`src/rtl/wb_regfile_sb_pkg.sv`:
```
// Shared parameters and helpers for the write-back register file with a
// per-register pending-write scoreboard.
//   DATA_W   : register data width
//   IDX_W    : register index width
//   NUM_REGS : number of architectural registers
//   CNT_W    : width of each pending-write counter
//   CNT_MAX  : saturation value of a pending-write counter
package wb_regfile_sb_pkg;

    localparam int DATA_W   = 64;
    localparam int IDX_W    = 5;
    localparam int NUM_REGS = 32;
    localparam int CNT_W    = 2;
    localparam logic [CNT_W-1:0] CNT_MAX = 2'd3;

    // A source must wait while its register has an in-flight write, except
    // when the only outstanding write is landing right now: the bypass mux
    // then already delivers the fresh value.
    function automatic logic src_stall(input logic [CNT_W-1:0] cnt,
                                       input logic             wb_hit);
        return (cnt != '0) && !((cnt == CNT_W'(1)) && wb_hit);
    endfunction

endpackage

```
`src/rtl/sb_counter.sv`:
```
// One pending-write counter of the scoreboard.
//   clk, reset : clock and synchronous active-low reset
//   inc        : an instruction writing this register was issued
//   dec        : a write-back to this register occurred
//   count      : outstanding writes (0..CNT_MAX)
//   overflow   : combinational, high when an increment is lost at saturation
module sb_counter
    import wb_regfile_sb_pkg::*;
(
    input  logic             clk,
    input  logic             reset,
    input  logic             inc,
    input  logic             dec,
    output logic [CNT_W-1:0] count,
    output logic             overflow
);

    // inc and dec together cancel, so only a lone inc can overflow.
    always_comb overflow = inc && !dec && (count == CNT_MAX);

    always_ff @(posedge clk) begin
        if (!reset) begin
            count <= '0;
        end else if (inc && !dec) begin
            if (count != CNT_MAX) count <= count + CNT_W'(1);
        end else if (dec && !inc) begin
            // A write-back with nothing pending is legal; floor at zero.
            if (count != '0) count <= count - CNT_W'(1);
        end
    end

endmodule

```
`src/rtl/wb_regfile_sb.sv`:
```
// 32 x 64-bit register file with write-back bypass and a per-register
// pending-write scoreboard that stalls decode on unresolved sources.
//   clk, reset           : clock, synchronous active-low reset
//   WB_WRegEn/WReg1/Dout : write-back port
//   ID_RReg1/ID_RReg2    : decode source indices
//   ID_Issue/ID_DstReg   : decode issues a writer of ID_DstReg
//   ID_RData1/ID_RData2  : combinational read data (with bypass)
//   ID_Stall             : a source still has an in-flight write
//   SB_Err               : sticky counter overflow flag
module wb_regfile_sb
    import wb_regfile_sb_pkg::*;
(
    input  logic              clk,
    input  logic              reset,
    input  logic              WB_WRegEn,
    input  logic [IDX_W-1:0]  WB_WReg1,
    input  logic [DATA_W-1:0] WB_Dout,
    input  logic [IDX_W-1:0]  ID_RReg1,
    input  logic [IDX_W-1:0]  ID_RReg2,
    input  logic              ID_Issue,
    input  logic [IDX_W-1:0]  ID_DstReg,
    output logic [DATA_W-1:0] ID_RData1,
    output logic [DATA_W-1:0] ID_RData2,
    output logic              ID_Stall,
    output logic              SB_Err
);

    logic [DATA_W-1:0]   regs [NUM_REGS];
    logic [CNT_W-1:0]    cnt  [NUM_REGS];
    logic [NUM_REGS-1:0] inc;
    logic [NUM_REGS-1:0] dec;
    logic [NUM_REGS-1:0] ovf;
    logic                hit1;
    logic                hit2;

    // One-hot issue / write-back decode into the counter array.
    always_comb begin
        inc = '0;
        dec = '0;
        if (ID_Issue)  inc[ID_DstReg] = 1'b1;
        if (WB_WRegEn) dec[WB_WReg1]  = 1'b1;
    end

    for (genvar g = 0; g < NUM_REGS; g++) begin : g_cnt
        sb_counter u_cnt (
            .clk      (clk),
            .reset    (reset),
            .inc      (inc[g]),
            .dec      (dec[g]),
            .count    (cnt[g]),
            .overflow (ovf[g])
        );
    end

    always_ff @(posedge clk) begin
        if (!reset) begin
            for (int i = 0; i < NUM_REGS; i++) regs[i] <= '0;
        end else if (WB_WRegEn) begin
            regs[WB_WReg1] <= WB_Dout;
        end
    end

    always_ff @(posedge clk) begin
        if (!reset)    SB_Err <= 1'b0;
        else if (|ovf) SB_Err <= 1'b1;
    end

    always_comb begin
        hit1 = WB_WRegEn && (WB_WReg1 == ID_RReg1);
        hit2 = WB_WRegEn && (WB_WReg1 == ID_RReg2);
        ID_RData1 = hit1 ? WB_Dout : regs[ID_RReg1];
        ID_RData2 = hit2 ? WB_Dout : regs[ID_RReg2];
        // Counters are registered, so this cycle's issue is not yet visible.
        ID_Stall  = src_stall(cnt[ID_RReg1], hit1) || src_stall(cnt[ID_RReg2], hit2);
    end

endmodule
```
`config.mk`:
```
export PLATFORM = sky130hd
export DESIGN_NAME = wb_regfile_sb
export DESIGN_NICKNAME = d
export VERILOG_FILES = /design/src/rtl/wb_regfile_sb_pkg.sv /design/src/rtl/sb_counter.sv /design/src/rtl/wb_regfile_sb.sv
export SDC_FILE = /design/constraint.sdc
export NUM_CORES = 2
export LEC_CHECK = 0
export CAP_MARGIN = 25
export CELL_PAD_IN_SITES_DETAIL_PLACEMENT = 0
export CELL_PAD_IN_SITES_GLOBAL_PLACEMENT = 2
export CORE_ASPECT_RATIO = 2
export CORE_MARGIN = 1.5
export CORE_UTILIZATION = 50
export DETAILED_ROUTE_END_ITERATION = 8
export DONT_BUFFER_PORTS = 1
export GPL_TIMING_DRIVEN = 0
export HOLD_SLACK_MARGIN = 0.05
export PLACE_DENSITY_LB_ADDON = 0.2
export SYNTH_ARGS = -nofsm -noshare
export SYNTH_HDL_FRONTEND = slang
export SYNTH_SLANG_ARGS = --single-unit
```
`constraint.sdc`:
```
create_clock -name clk -period 7.6 [get_ports clk]
set_input_delay 0.38 -clock clk [delete_from_list [all_inputs] [get_ports clk]]
set_output_delay 0.38 -clock clk [all_outputs]
set_load 0.03 [all_outputs]
```
# After elaboration in Yosys (flattened, before gate mapping)
# Memories as Yosys holds them, arrays and structs flattened.
# Cells that the tools add are included.
op_classes:
  addsub: 64
  magnitude_cmp: 6
  eq_ne: 100
  mux: 149
  n_bitwise: 2
  n_reduce_logical: 303
op_table:
  columns: ["operator", "n"]
  rows:
  - ["2-to-1 mux 2 bit", 132]
  - ["nonzero test 2 bit", 98]
  - ["2-to-1 mux 64 bit", 3]
  - ["!= test 2 bit (second input constant)", 64]
  - ["logical AND 1 bit", 104]
  - ["AND reduction 3 bit", 32]
  - ["logical NOT 1 bit", 66]
  - ["adder 2 x 1 -> 2 bit (second input constant)", 32]
  - ["equality test 2 bit (second input constant)", 32]
  - ["2-to-1 mux 32 bit", 2]
  - ["OR reduction 64 bit", 1]
  - ["subtractor 2 x 1 -> 2 bit (second input constant)", 32]
  - ["OR reduction 32 bit", 1]
  - ["binary-select mux 2 bit (select 5 bit)", 2]
  - ["greater-or-equal comparator 6 bit (second input constant)", 2]
  - ["less-than comparator 5 x 6 -> 1 bit (second input constant)", 2]
  - ["inverter 5 -> 6 bit", 2]
  - ["demux 1 bit (select 5 bit)", 2]
  - ["equality test 5 bit", 2]
  - ["greater-or-equal comparator 5 x 1 -> 1 bit (second input constant)", 2]
  - ["2-to-1 mux 1 bit", 7]
  - ["2-to-1 mux 5 bit", 1]
  - ["equality test 2 x 1 -> 1 bit (second input constant)", 2]
  - ["logical OR 1 bit", 1]
totals:
  ff_bits: 65
  ramBits: 2048
  out_inout_bits: 130
  memories: 1
memory_table:
  columns: ["memory", "words", "width", "read_ports", "rd_clocked_by_memory_dff", "write_ports", "line_no", "text"]
  rows:
  - ["regs", 32, 64, 2, 0, 32, "wb_regfile_sb.sv:28", "logic [DATA_W-1:0] regs [NUM_REGS];"]

# Logic depth before layout (Yosys ltp)
logic_depth:
  depth_word: 9
  mapped_depth: 11
  ltp_nobuf: 6

# Hierarchy
# A second synthesis with hierarchy kept.
hier_totals:
  hier_cells: 7382
  hier_area_um2: 114646.2
modules_own_cells:
  columns: ["module", "instances", "cells_per_inst", "area_per_inst_um2"]
  rows:
  - ["wb_regfile_sb", 1, 6966, 110562.3]
  - ["sb_counter", 32, 13, 127.6]

# Worst setup path after synthesis
# No wires, ideal clock.
synth_path:
  path_kind: "input -> register"
  from: "input port reset"
  to: "memory regs[16][0], enable pin"
  setup_time_ns: 0.691
  arrival_ns: 2.471
  required_ns: 6.909
  slack_ns: 4.438
  path_stages: 5
  n_path_buf: 4
  cell_sequence: "clkbuf_1 clkbuf_1 clkbuf_1 clkbuf_1 nand2_1"
synth_lines:
  columns: ["element", "line_no", "text"]
  rows:
  - ["start: declaration", "wb_regfile_sb.sv:14", "input logic reset,"]
  - ["end: declaration", "wb_regfile_sb.sv:28", null]

# Worst setup path after layout
layout_path:
  from: "input port ID_RReg1[4]"
  to: "output port ID_RData1[60]"
layout_via:
  elab_chain_len: 3
  word_cells_on_any_way: 4
  cone_classes: "eq/ne (1); mux (1); reduce/logical (1); memory (1)"
layout_lines:
  columns: ["element", "line_no", "text"]
  rows:
  - ["start: declaration", "wb_regfile_sb.sv:18", "input logic [IDX_W-1:0] ID_RReg1,"]
  - ["parallel branches: the longest is 2 deep, another holds memory (32 x 64 bit)", null, null]
  - ["2-to-1 mux 64 bit *", "wb_regfile_sb.sv:71", "ID_RData1 = hit1 ? WB_Dout : regs[ID_RReg1];"]
  - ["end: declaration", "wb_regfile_sb.sv:22", "output logic [DATA_W-1:0] ID_RData1,"]
# Mark *: on every way between the ends.

==> out/results.txt <==
The design area is 130000 um2, and the worst setup margin is 1.79 ns. The via count of the first global-routing pass came out at 81800. The final hold violation count is 0. The number of top-level pins came out at 218. The most used flip-flop cell after synthesis is sky130_fd_sc_hd__edfxtp_1. The checks that failed: design-rule violations. The final-report max-slew violation count was 0. The leading cell type by number of instances after synthesis was sky130_fd_sc_hd__edfxtp_1. The peak ir drop on the vdd network was 0.000209 V. In this design, the stage delay of the slowest critical-path cell is 0.99 ns. In this run the number of H-tree levels came out at 4. After detailed routing, the number of vias per cell comes to 7.32. The die covers 232000 um2. Among all stages on the critical path, the largest delay is contributed by sky130_fd_sc_hd__nor4_1.

The critical path goes through clkbuf_1 > xor2_1 > nor4_1 > and3_1 > buf_2 > buf_2 > clkbuf_1 > buf_8 > nand2_1 > o21ai_1. The static power due to leakage came out at 0.0434 uW. Combinational logic burns 15.5% of the power. Along the worst path, the maximum fanout reaches 10. The clock passes through at most 4 buffers. The tools report the number of violations reported at the end of detailed-routing iteration 0 as 12400.

The count of input and output buffers was 0. Setup repair after global routing left no endpoint under its margin. The run gives 7830 uW as the net switching power. The number of nets handed over by synthesis was 7504. Setup total negative slack on the finished layout was measured at 0 ns. At the worst endpoint, the required time is 7.22 ns. Share of post-route cells with drive strength above 1: 25.8%. Final weighted congestion of routability-driven global placement: 1.01. After synthesis the netlist holds a flip-flop and latch count of 2113.

TritonCTS built the clock tree. By area the synthesized netlist is led by sky130_fd_sc_hd__edfxtp_1, sky130_fd_sc_hd__mux4_2, sky130_fd_sc_hd__and2_1. Sequential cells burn 48.6% of the power. At the pin with the least slew margin, the transition time is 1.36 ns.

In the global route stage, overall resource usage came out at 46.1%. The routed design has 535 mm of wire. The wire length of the first global-routing pass was 705 mm; the detailed-route wire length per cell was 47.8 um. The startpoint type of the worst setup path is a primary input. The pre-antenna-repair detailed-routing pass consisted of 9 iterations. Clock insertion delay at the later pin of the skew report: 0.91 ns. In this run, post-CTS repair resized a total of 0 instances. Worst clock skew on the final layout: 0.0248 ns. The final antenna-violating net count was 0. Detailed placement ended at an HPWL of 383 mm.

The flow ran to the end, but the final reports show violations. Across the run, the number of max-cap violations was 0. Number of cells on the worst hold path: 2.

The clock period minus worst slack works out to 5.81 ns. The portion of the clock cycle consumed by the worst path in the final layout is 76.4%. Internal power comes to 20500 uW.

The switching portion of total power was 27.6%; the number of setup violations in the final report was 0. Entering global routing, the biggest net connects 37 pins. The logs give 57 for the initial antenna violation count and 7416 for the cell count after synthesis. The post-route DRC violation count came out at 9.

The logs give 8020 for the net total in the final layout and 2.56 ns for the pre-CTS setup slack. The clock slew seen by the registers of the worst setup and hold paths came out at 0.07 ns. The count of synthesis-stage warnings from yosys was 0.

The detailed router placed 81900 vias in this run. The critical path endpoint category is an output port. Yosys mapped the design onto 58 distinct sky130hd cell types. The relative slew slack is 8.91%.

Counting the buffers created by CTS gives 202. The clock tree root driver cell is sky130_fd_sc_hd__clkbuf_16. For this run, the top clock speed supported by timing is 172 MHz. The total grt overflow came out at 0.

The die is 341 um wide. The standard cell core area is 228000 um2. For the number of clock sinks, the log shows 2113. The synthesized design spends more area on one cell type than any other, namely sky130_fd_sc_hd__edfxtp_1. The synthesized netlist occupies a cell area of 114000 um2. The run gives 123000 um2 as the placement-stage cell area.

After floorplanning, the core was divided into 248 placement rows. The growth of design area from synthesis to finish is 13.4%, and the ratio of total power to cell area is 218 nW/um2. The commonest cells after synthesis are sky130_fd_sc_hd__edfxtp_1, sky130_fd_sc_hd__and2_1, sky130_fd_sc_hd__mux4_2, sky130_fd_sc_hd__clkbuf_1, sky130_fd_sc_hd__nand2_1.

The depth of the worst register-to-register path is 5, and the share of total power in the clock network is 35.9%. The fraction of synthesized cell area taken by the top area cell type came out at 53.7%. The mean instance size in the synthesized netlist was 15.4 um2. From bottom edge to top edge, the die measures 680 um. The path class of the tightest hold or removal check is in2reg. Overall power of the completed layout: 28300 uW. Counting flops with a built-in enable in the synthesized netlist gives 2048. For this run, asynchronously set or reset flops after synthesis account for 0%.

After filler insertion, the fill cell instance count of the layout stands at 18000. The utilization of the core after routing is 57.0%. The worst setup path is of the in2out kind.

At the worst endpoint, the arrival time is 5.43 ns. The sequential share of the synthesized area is 54.8%. The initial cell density of the core was 50.3%.
stage by stage:
| step | cells | hold slack, ns |
|---|---|---|
| after global routing | 11100 | 0.0886 |
| final | 11200 | 0.0710 |
| after global placement | 10400 | 0.516 |
| after floorplan | 7416 | 0.483 |
| after CTS | 11100 | 0.0505 |
| after detailed placement | 10600 | 0.529 |
cell usage in the layout, fill, tap and decap left out, types with 18 or more instances in the layout:
| cell | n |
|---|---|
| sky130_fd_sc_hd__clkbuf_16 | 204 |
| sky130_fd_sc_hd__buf_16 | 63 |
| sky130_fd_sc_hd__dlygate4sd3_1 | 68 |
| sky130_fd_sc_hd__or2_2 | 31 |
| sky130_fd_sc_hd__buf_8 | 122 |
| sky130_fd_sc_hd__clkbuf_2 | 30 |
| sky130_fd_sc_hd__edfxtp_1 | 2048 |
| sky130_fd_sc_hd__a21oi_1 | 23 |
| sky130_fd_sc_hd__nor2_1 | 59 |
| sky130_fd_sc_hd__a21boi_0 | 63 |
| sky130_fd_sc_hd__clkinv_2 | 34 |
| sky130_fd_sc_hd__buf_1 | 36 |
| sky130_fd_sc_hd__nand2_4 | 32 |
| sky130_fd_sc_hd__dfxtp_1 | 65 |
| sky130_fd_sc_hd__o21a_1 | 31 |
| sky130_fd_sc_hd__buf_4 | 37 |
| sky130_fd_sc_hd__clkinv_1 | 40 |
| sky130_fd_sc_hd__buf_6 | 20 |
| sky130_fd_sc_hd__buf_2 | 178 |
| sky130_fd_sc_hd__nor3_1 | 115 |
| sky130_fd_sc_hd__a211oi_1 | 39 |
| sky130_fd_sc_hd__mux2i_1 | 174 |
| sky130_fd_sc_hd__nor2b_1 | 18 |
| sky130_fd_sc_hd__nand3_1 | 61 |
| sky130_fd_sc_hd__o21ai_1 | 67 |
| sky130_fd_sc_hd__clkbuf_1 | 601 |
| sky130_fd_sc_hd__mux4_2 | 1272 |
| sky130_fd_sc_hd__nand2_1 | 306 |
| sky130_fd_sc_hd__o21ai_0 | 117 |
| sky130_fd_sc_hd__inv_1 | 22 |
| sky130_fd_sc_hd__and2_1 | 1910 |
| sky130_fd_sc_hd__nor4_1 | 38 |
| sky130_fd_sc_hd__diode_2 | 105 |
registers in the layout, indices dropped and copies added, names as in the netlist:
signal and count:
g_cnt.u_cnt.count 64, SB_Err 1, regs 2048
power groups by stage:
stage          registers (uW)  clock network (uW)  logic, uW
2_1_floorplan           13800                   0       2460
3_3_place_gp            14000                   0       3890
3_5_place_dp            14000                   0       4150
4_1_cts                 13700               10100       4230
5_1_grt                 13800               10400       4380
6_report                13800               10200       4380
worst paths after layout:
check	to	slack, ns	start
setup / recovery	ID_RData1[60]	1.79	ID_RReg1[4]
setup reg to reg	SB_Err$_SDFFE_PN0P_	5.52	g_cnt[29].u_cnt.count[0]$_SDFFE_PN0P_
hold reg to reg	g_cnt[20].u_cnt.count[1]$_SDFFE_PN0P_	0.54	g_cnt[20].u_cnt.count[1]$_SDFFE_PN0P_
hold / removal	regs[15][1]$_SDFFCE_PN0P_	0.07	WB_Dout[1]
metal layers:
| metal | global-route usage [%] | share of wire (%) | wire [um] | vias up |
|---|---|---|---|---|
| met5 | 0 | 0.030 | 161 | - |
| met4 | 45.8 | 12 | 64400 | 22 |
| met3 | 14.8 | 11 | 61100 | 2698 |
| met2 | 72.7 | 47 | 252000 | 7490 |
| met1 | 47.6 | 29 | 156000 | 41900 |
| li1 | - | - | - | 29800 |
kinds of logic (layout without fill, tap and decap cells):
family / count (synthesis) / in the layout / synth area share [%]
xor gates and xnor gates: 10 / 10 / 0.0765
other: 0 / 105 / 0
AOI/OAI and AO/OA: 380 / 380 / 2.05
buffers and inverters: 828 / 1499 / 2.99
DFF: 2113 / 2113 / 54.8
and+or+nand+nor: 2626 / 2626 / 13.4
muxes: 1459 / 1459 / 26.7
worst max-delay path, delay by kind of cell:
family | cells | cell delay [ns]
xor gates and xnor gates | 1 | 0.13
and+or+nand+nor | 3 | 1.77
AOI/OAI and AO/OA | 1 | 0.50
buffers and inverters | 5 | 2.60
layout make-up:
type | instances | area, um2 | area share, %
plain buffers | 803 | 3380 | 2.60
well taps | 3000 | 3750 | 2.89
multi-input cells | 4475 | 48500 | 37.4
diodes | 105 | 263 | 0.202
clock buffers | 259 | 5330 | 4.10
flip-flops and latches | 2113 | 62800 | 48.4
repair buffers | 312 | 4870 | 3.75
inverters | 25 | 93.8 | 0.0723
clock inverters | 100 | 858 | 0.661
what timing repair did:
item	CTS	global route
endpoints found under the hold margin	1381	0
hold buffers	68	0
setup buffers	0	0
Note: power is estimated with default switching activity, not from simulation.
